$ cat src/rtl/instr_fetch_unit_if.sv
// Bus between the fetch unit and its two neighbours.
// The memory side carries mem_addr, mem_data, mem_bus_req and fetch_en.
// The decode side carries the instr_* fields together with their
// valid/ready handshake.
//   master : the fetch unit, which drives the address and the instruction fields
//   slave  : memory and arbiter plus decode, which drive data, grant and ready
interface instr_fetch_unit_if #(
   parameter int ADDR_W = 8,
   parameter int DATA_W = 8
);
   logic [ADDR_W-1:0] mem_addr;
   logic [DATA_W-1:0] mem_data;
   logic              mem_bus_req;
   logic              fetch_en;
   logic              instr_valid;
   logic              instr_ready;
   logic [3:0]        instr_opcode;
   logic [1:0]        instr_src;
   logic [1:0]        instr_dst;
   logic [DATA_W-1:0] instr_imm;
   logic              instr_two_byte;
   logic [ADDR_W-1:0] instr_pc;

   modport master (
      output mem_addr, mem_bus_req, instr_valid, instr_opcode, instr_src,
             instr_dst, instr_imm, instr_two_byte, instr_pc,
      input  mem_data, fetch_en, instr_ready
   );

   modport slave (
      input  mem_addr, mem_bus_req, instr_valid, instr_opcode, instr_src,
             instr_dst, instr_imm, instr_two_byte, instr_pc,
      output mem_data, fetch_en, instr_ready
   );
endinterface

$ cat src/rtl/instr_fetch_unit.sv
// Instruction fetch stage for the 256x8 program memory.
// It walks the PC through memory and assembles 1-byte or 2-byte instructions.
// Each instruction is held on a valid/ready handshake until decode accepts it.
// The stage also handles branch redirects and HALT.
//
// Ports:
//   clk          system clock; every state update happens on its rising edge
//   rst_n        asynchronous active-low reset
//   bus          instr_fetch_unit_if.master
//                  memory side: mem_addr, mem_data, mem_bus_req, fetch_en
//                  decode side: instr_* fields, instr_valid, instr_ready
//   redirect     branch taken; ignored once the unit has halted
//   redirect_pc  branch target
//   halted       a HALT instruction was accepted and fetching has stopped
//   illegal_op   present only when IFU_ILLEGAL_TRAP_EN is defined;
//                latches on a fetched opcode in the range 1001-1110
//
// Optional build macro: IFU_ILLEGAL_TRAP_EN
//   When defined, opcodes 1001-1110 raise illegal_op and trap like HALT.
//   When not defined, those opcodes are ordinary 1-byte instructions.
//
// state    | meaning
// ---------+-------------------------------------------------------
// S_FETCH1 | requesting the bus; capture the opcode byte at PC
// S_FETCH2 | requesting the bus; capture the operand byte at PC
// S_HOLD   | instruction presented, waiting for decode to accept it
// S_HALT   | HALT accepted; only reset leaves this state
module instr_fetch_unit #(
   parameter int                ADDR_W   = 8,
   parameter int                DATA_W   = 8,
   parameter logic [ADDR_W-1:0] RESET_PC = '0
) (
   input  logic               clk,
   input  logic               rst_n,
   instr_fetch_unit_if.master bus,
   input  logic               redirect,
   input  logic [ADDR_W-1:0]  redirect_pc,
`ifdef IFU_ILLEGAL_TRAP_EN
   output logic               illegal_op,
`endif
   output logic               halted
);

   typedef enum logic [1:0] {S_FETCH1, S_FETCH2, S_HOLD, S_HALT} state_t;

   localparam logic [ADDR_W-1:0] PC_ONE  = ADDR_W'(1);
   localparam logic [3:0]        OP_HALT = 4'hF;

   state_t            state;
   logic [ADDR_W-1:0] pc;
   logic [DATA_W-1:0] ir;
   logic [DATA_W-1:0] imm;
   logic              two_byte;
   logic [ADDR_W-1:0] ipc;
   logic              valid;
   logic              halted_q;
   logic              halt_op;

   function automatic logic is_two_byte(input logic [3:0] op);
      return op inside {4'h5, 4'h6, 4'h7, 4'h8};
   endfunction

`ifdef IFU_ILLEGAL_TRAP_EN
   logic illegal_q;

   function automatic logic is_illegal(input logic [3:0] op);
      return op inside {[4'h9:4'hE]};
   endfunction
`endif

   // Decides whether accepting the held instruction parks the unit in S_HALT.
   always_comb begin
      halt_op = (ir[7:4] == OP_HALT);
`ifdef IFU_ILLEGAL_TRAP_EN
      halt_op = halt_op | is_illegal(ir[7:4]);
`endif
   end

   always_ff @(posedge clk or negedge rst_n) begin
      if (!rst_n) begin
         state    <= S_FETCH1;
         pc       <= RESET_PC;
         ir       <= '0;
         imm      <= '0;
         two_byte <= 1'b0;
         ipc      <= '0;
         valid    <= 1'b0;
         halted_q <= 1'b0;
`ifdef IFU_ILLEGAL_TRAP_EN
         illegal_q <= 1'b0;
`endif
      end else if (state != S_HALT && redirect) begin
         // A redirect beats everything else. It drops any half-built
         // instruction. If the same edge accepts an instruction, that
         // instruction still counts as consumed, even when it is HALT.
         pc    <= redirect_pc;
         valid <= 1'b0;
         state <= S_FETCH1;
      end else begin
         case (state)
            S_FETCH1: begin
               if (bus.fetch_en) begin
                  ir  <= bus.mem_data;
                  ipc <= pc;
                  pc  <= pc + PC_ONE;
                  if (is_two_byte(bus.mem_data[7:4])) begin
                     state <= S_FETCH2;
                  end else begin
                     imm      <= '0;
                     two_byte <= 1'b0;
                     valid    <= 1'b1;
                     state    <= S_HOLD;
                  end
`ifdef IFU_ILLEGAL_TRAP_EN
                  if (is_illegal(bus.mem_data[7:4])) illegal_q <= 1'b1;
`endif
               end
            end
            S_FETCH2: begin
               if (bus.fetch_en) begin
                  imm      <= bus.mem_data;
                  two_byte <= 1'b1;
                  pc       <= pc + PC_ONE;
                  valid    <= 1'b1;
                  state    <= S_HOLD;
               end
            end
            S_HOLD: begin
               if (bus.instr_ready) begin
                  valid <= 1'b0;
                  if (halt_op) begin
                     halted_q <= 1'b1;
                     state    <= S_HALT;
                  end else begin
                     state <= S_FETCH1;
                  end
               end
            end
            S_HALT: ;
            default: state <= S_FETCH1;
         endcase
      end
   end

   assign bus.mem_addr       = pc;
   assign bus.mem_bus_req    = (state == S_FETCH1) || (state == S_FETCH2);
   assign bus.instr_valid    = valid;
   assign bus.instr_opcode   = ir[7:4];
   assign bus.instr_src      = ir[3:2];
   assign bus.instr_dst      = ir[1:0];
   assign bus.instr_imm      = imm;
   assign bus.instr_two_byte = two_byte;
   assign bus.instr_pc       = ipc;
   assign halted             = halted_q;
`ifdef IFU_ILLEGAL_TRAP_EN
   assign illegal_op         = illegal_q;
`endif

endmodule

$ cat src/flat_wrapper.sv
// flat-port wrapper written by rule: the top's interface ports become plain ports
module instr_fetch_unit_flat 
#(
   parameter int                ADDR_W   = 8,
   parameter int                DATA_W   = 8,
   parameter logic [ADDR_W-1:0] RESET_PC = '0
)
  (clk, rst_n, redirect, redirect_pc, halted, bus_mem_addr, bus_mem_bus_req, bus_instr_valid, bus_instr_opcode, bus_instr_src, bus_instr_dst, bus_instr_imm, bus_instr_two_byte, bus_instr_pc, bus_mem_data, bus_fetch_en, bus_instr_ready);
  instr_fetch_unit_if #(.ADDR_W(ADDR_W), .DATA_W(DATA_W)) bus_i ();
  input  logic clk;
  input  logic rst_n;
  input  logic redirect;
  input  logic [ADDR_W-1:0] redirect_pc;
  output logic halted;
  output wire logic [$bits(bus_i.mem_addr)-1:0] bus_mem_addr;
  output wire logic [$bits(bus_i.mem_bus_req)-1:0] bus_mem_bus_req;
  output wire logic [$bits(bus_i.instr_valid)-1:0] bus_instr_valid;
  output wire logic [$bits(bus_i.instr_opcode)-1:0] bus_instr_opcode;
  output wire logic [$bits(bus_i.instr_src)-1:0] bus_instr_src;
  output wire logic [$bits(bus_i.instr_dst)-1:0] bus_instr_dst;
  output wire logic [$bits(bus_i.instr_imm)-1:0] bus_instr_imm;
  output wire logic [$bits(bus_i.instr_two_byte)-1:0] bus_instr_two_byte;
  output wire logic [$bits(bus_i.instr_pc)-1:0] bus_instr_pc;
  input wire logic [$bits(bus_i.mem_data)-1:0] bus_mem_data;
  input wire logic [$bits(bus_i.fetch_en)-1:0] bus_fetch_en;
  input wire logic [$bits(bus_i.instr_ready)-1:0] bus_instr_ready;
  assign bus_mem_addr = bus_i.mem_addr;
  assign bus_mem_bus_req = bus_i.mem_bus_req;
  assign bus_instr_valid = bus_i.instr_valid;
  assign bus_instr_opcode = bus_i.instr_opcode;
  assign bus_instr_src = bus_i.instr_src;
  assign bus_instr_dst = bus_i.instr_dst;
  assign bus_instr_imm = bus_i.instr_imm;
  assign bus_instr_two_byte = bus_i.instr_two_byte;
  assign bus_instr_pc = bus_i.instr_pc;
  assign bus_i.mem_data = bus_mem_data;
  assign bus_i.fetch_en = bus_fetch_en;
  assign bus_i.instr_ready = bus_instr_ready;
  instr_fetch_unit #(.ADDR_W(ADDR_W), .DATA_W(DATA_W), .RESET_PC(RESET_PC)) u_core (.clk(clk), .rst_n(rst_n), .bus(bus_i), .redirect(redirect), .redirect_pc(redirect_pc), .halted(halted));
endmodule
$ cat config.mk
export PLATFORM = sky130hd
export DESIGN_NAME = instr_fetch_unit_flat
export DESIGN_NICKNAME = d
export VERILOG_FILES = /design/src/rtl/instr_fetch_unit_if.sv /design/src/rtl/instr_fetch_unit.sv /design/src/flat_wrapper.sv
export SDC_FILE = /design/constraint.sdc
export NUM_CORES = 1
export LEC_CHECK = 0
export ABC_AREA = 1
export CAP_MARGIN = 0
export CORE_ASPECT_RATIO = 0.9
export CORE_MARGIN = 5
export CORE_UTILIZATION = 41
export DETAILED_ROUTE_END_ITERATION = 10
export PLACE_DENSITY = 0.71
export SETUP_SLACK_MARGIN = 0.4
export SYNTH_ARGS = -nofsm -noshare
export SYNTH_HDL_FRONTEND = slang
export SYNTH_SLANG_ARGS = --single-unit
export TNS_END_PERCENT = 30
$ cat constraint.sdc
create_clock -name clk -period 4.2 [get_ports clk]
set_clock_uncertainty 0.1 [all_clocks]
set_input_delay 0.42 -clock clk [delete_from_list [all_inputs] [get_ports clk]]
set_output_delay 0.42 -clock clk [all_outputs]
set_load 0.02 [all_outputs]
==> reports/qor.yml <==
status: "complete, no violations"
synthAdderAreaFrac: 0.03294
ys_seq_area_frac: 0.4875
fill_cells: 425
crit_required_ps: 3680
diodes: 0
die_area_um2: 6096
ys_types: 25
pin_count: 57
grt_pass1_wl_um: 7251
finish.net_count: 316
worstPathMaxFanout: 11
cp_top_family: "buffers and inverters"
holdWs_ps: 119.6
slew_headroom: 0.4402
worstMarginPinSlew_ps: 839.7
core_um2: 4461
ctsLongestPathBuffers: 2
pwr-share-seq: 0.345
cp-start-kind: "flip-flop"
drv_cap: 0
power_frac_comb: 0.480
arrival_ps: 2020
first_pass_iters: 4
ant_nets: 0
switchingPower_mw: 0.6938
cp_cell_sequence: "inv_1 > ha_1 > inv_1 > nand2_4 > clkdlybuf4s50_1"
dp_hpwl_um: 3318
hold_violations: 0
post_drt_wl_per_cell_um: 12.67
vias: 1634
cts_tree: "built"
grt-ovfl-total: 0
end_kind: "output pin"
syn_area_per_cell_um2: 8.152
cts-root-buf: "clkbuf_8"
hp-class: "in -> async"
fp.dieW_um: 81.75
antenna_found_initial: 0
h-tree-depth: 2
num_rows: 23
portBuffers: 56
area_growth_pct: 36.17
clkSlewWorstSetupHoldPaths_ps: 70
track_usage: 0.1575
syn_area_um2: 1899
multi_input_area_um2: 798.3
worstSetupPathType: "reg -> out"
post_drt_via_cell_ratio: 4.642
crit_path_max_incr_delay_ps: 610
crit_path_frequent_cell: "inv_1"
rsz0062_at_grt: "false"
setup_viol: 0
finalCriticalPeriod_ps: 2539
synth-compound-area-share: 0.07378
synthCells: 233
powerDensity_nw_per_um2: 664.8
yosys_register_bits: 37
layout-drive-gt1-share: 0.07586
register_area_um2: 925.9
cts_resized: 0
fin_setup_tns_ps: 0
total_leakage_power_nw: 1.253
first_iter_violations: 53
fin_crit_sh: 0.6046
swShare: 0.4035
drc: 0
critPathBufInv: 3
gp_congestion: 0.8129
max-vdd-ir-drop_mv: 0.4483
grt_max_degree: 38
p_clk_frac: 0.174
maxSlewViolCount: 0
max_freq_mhz: 393.8
synthMuxAreaShare: 0
first_global_vias: 1551
start_util: 0.4258
cp_slowest_cell: "clkdlybuf4s50_1"
synth-xor-area-share: 0.009223
clock-sinks: 37
cts_made_buffers: 5
synthSimpleGateAreaFrac: 0.3043
synth_top_family_by_area: "simple AND/OR/NAND/NOR gates"
postCtsSetupBuffers: 0
synthesis.nets: 259
p_int_mw: 1.026
cts_hold_buf: 0
totalWireLength_um: 4460
yosys_warnings: 0
insertion_delay_ps: 290
die_y_um: 74.57
[power groups by stage]
stage / clock, mW / combinational, mW / sequential, mW
final: 0.300 / 0.826 / 0.593
after global routing: 0.322 / 0.905 / 0.615
after CTS: 0.308 / 0.837 / 0.595
after detailed placement: 0 / 0.833 / 0.601
after global placement: 0 / 0.824 / 0.597
after floorplan: 0 / 0.333 / 0.737
[cells by family after synthesis]
logic type / Yosys count
compound gates: 26
xor+xnor: 2
fa+ha+maj: 5
buf+inv: 38
flops: 37
simple gates: 125
[synthesized netlist by cell type]
library cell | n | area share
a31o_2 | 1 | 0.0046
nand3b_1 | 9 | 0.036
xor2_1 | 1 | 0.0046
nor2_1 | 6 | 0.012
nand2_1 | 85 | 0.17
inv_1 | 29 | 0.057
nand3_2 | 3 | 0.016
dfrtp_1 | 37 | 0.49
nand3_4 | 1 | 0.0092
nand3_1 | 16 | 0.042
o21ai_0 | 5 | 0.013
o21ai_1 | 16 | 0.042
o21ai_2 | 1 | 0.0046
a21oi_1 | 2 | 0.0053
inv_2 | 2 | 0.0040
buf_2 | 3 | 0.0079
nor2_2 | 2 | 0.0066
buf_12 | 1 | 0.011
o211ai_1 | 1 | 0.0040
nand2_4 | 2 | 0.012
nand2_2 | 1 | 0.0033
clkinv_4 | 1 | 0.0046
xnor2_1 | 1 | 0.0046
ha_1 | 5 | 0.033
buf_4 | 2 | 0.0079
[metal layers]
metal  global-route usage  part of all wire
met5                    0                 0
met4              0.05535             0.013
met3              0.03874             0.064
met2               0.2413              0.46
met1               0.2177              0.46
[cell usage in the layout, fill, tap and decap left out]
master,count
nand2_4,2
inv_1,29
clkbuf_8,5
nor2_2,2
dfrtp_1,37
a21oi_1,2
o21ai_2,1
o211ai_1,1
xnor2_1,1
ha_1,5
xor2_1,1
o21ai_1,16
nand3_4,1
bufinv_16,1
nand3_2,3
o21ai_0,5
a31o_2,1
nand3_1,16
nand2_2,1
clkdlybuf4s50_1,55
nor2_1,6
nand3b_1,9
buf_2,1
nand2_1,85
inv_2,2
clkinv_4,1
clkinv_2,1
[cell type report]
class	count	area share
clock inverters	2	0.01355
inverters	32	0.04838
clock buffers	5	0.02661
well taps	62	0.03000
multi-input cells	158	0.3087
repair buffers	56	0.2148
flip-flops and latches	37	0.3580
[registers in the layout, summed over array words and instances, names as in the netlist]
name and cells:
u_core.bus.instr_two_byte 1, u_core.bus.instr_valid 1, u_core.bus.mem_addr 8, u_core.bus.instr_pc 8
u_core.halted 1, u_core.bus.instr_imm 8, u_core.state 2, u_core.ir 8
[per-stage QoR]
stage	power, mW	setup slack [ps]	instance area [um2]	util	cells
final	1.719	1661	2586	0.5798	352
after global routing	1.842	1519	2586	0.5798	352
after CTS	1.740	1636	2586	0.5798	352
after detailed placement	1.434	1963	2482	0.5565	345
after global placement	1.421	1991	2482	0.5565	345
after floorplan	1.070	2751	1899	-	233
[final timing paths]
path / startpoint / to / slack, ps / cells after the start
setup / recovery: u_core.state[1] / bus_mem_bus_req / 1660 / 5
hold / removal: rst_n / u_core.bus.instr_pc[6] / 120 / 1
setup reg to reg: u_core.state[1] / u_core.bus.instr_imm[7] / 2350 / 9
hold reg to reg: u_core.bus.instr_imm[6] / u_core.bus.instr_imm[6] / 380 / 2
max in group asynchronous: rst_n / u_core.bus.instr_imm[4] / 3340 / 1
min in group clk: u_core.bus.instr_imm[6] / u_core.bus.instr_imm[6] / 380 / 2
(Power assumes the default switching activity.)
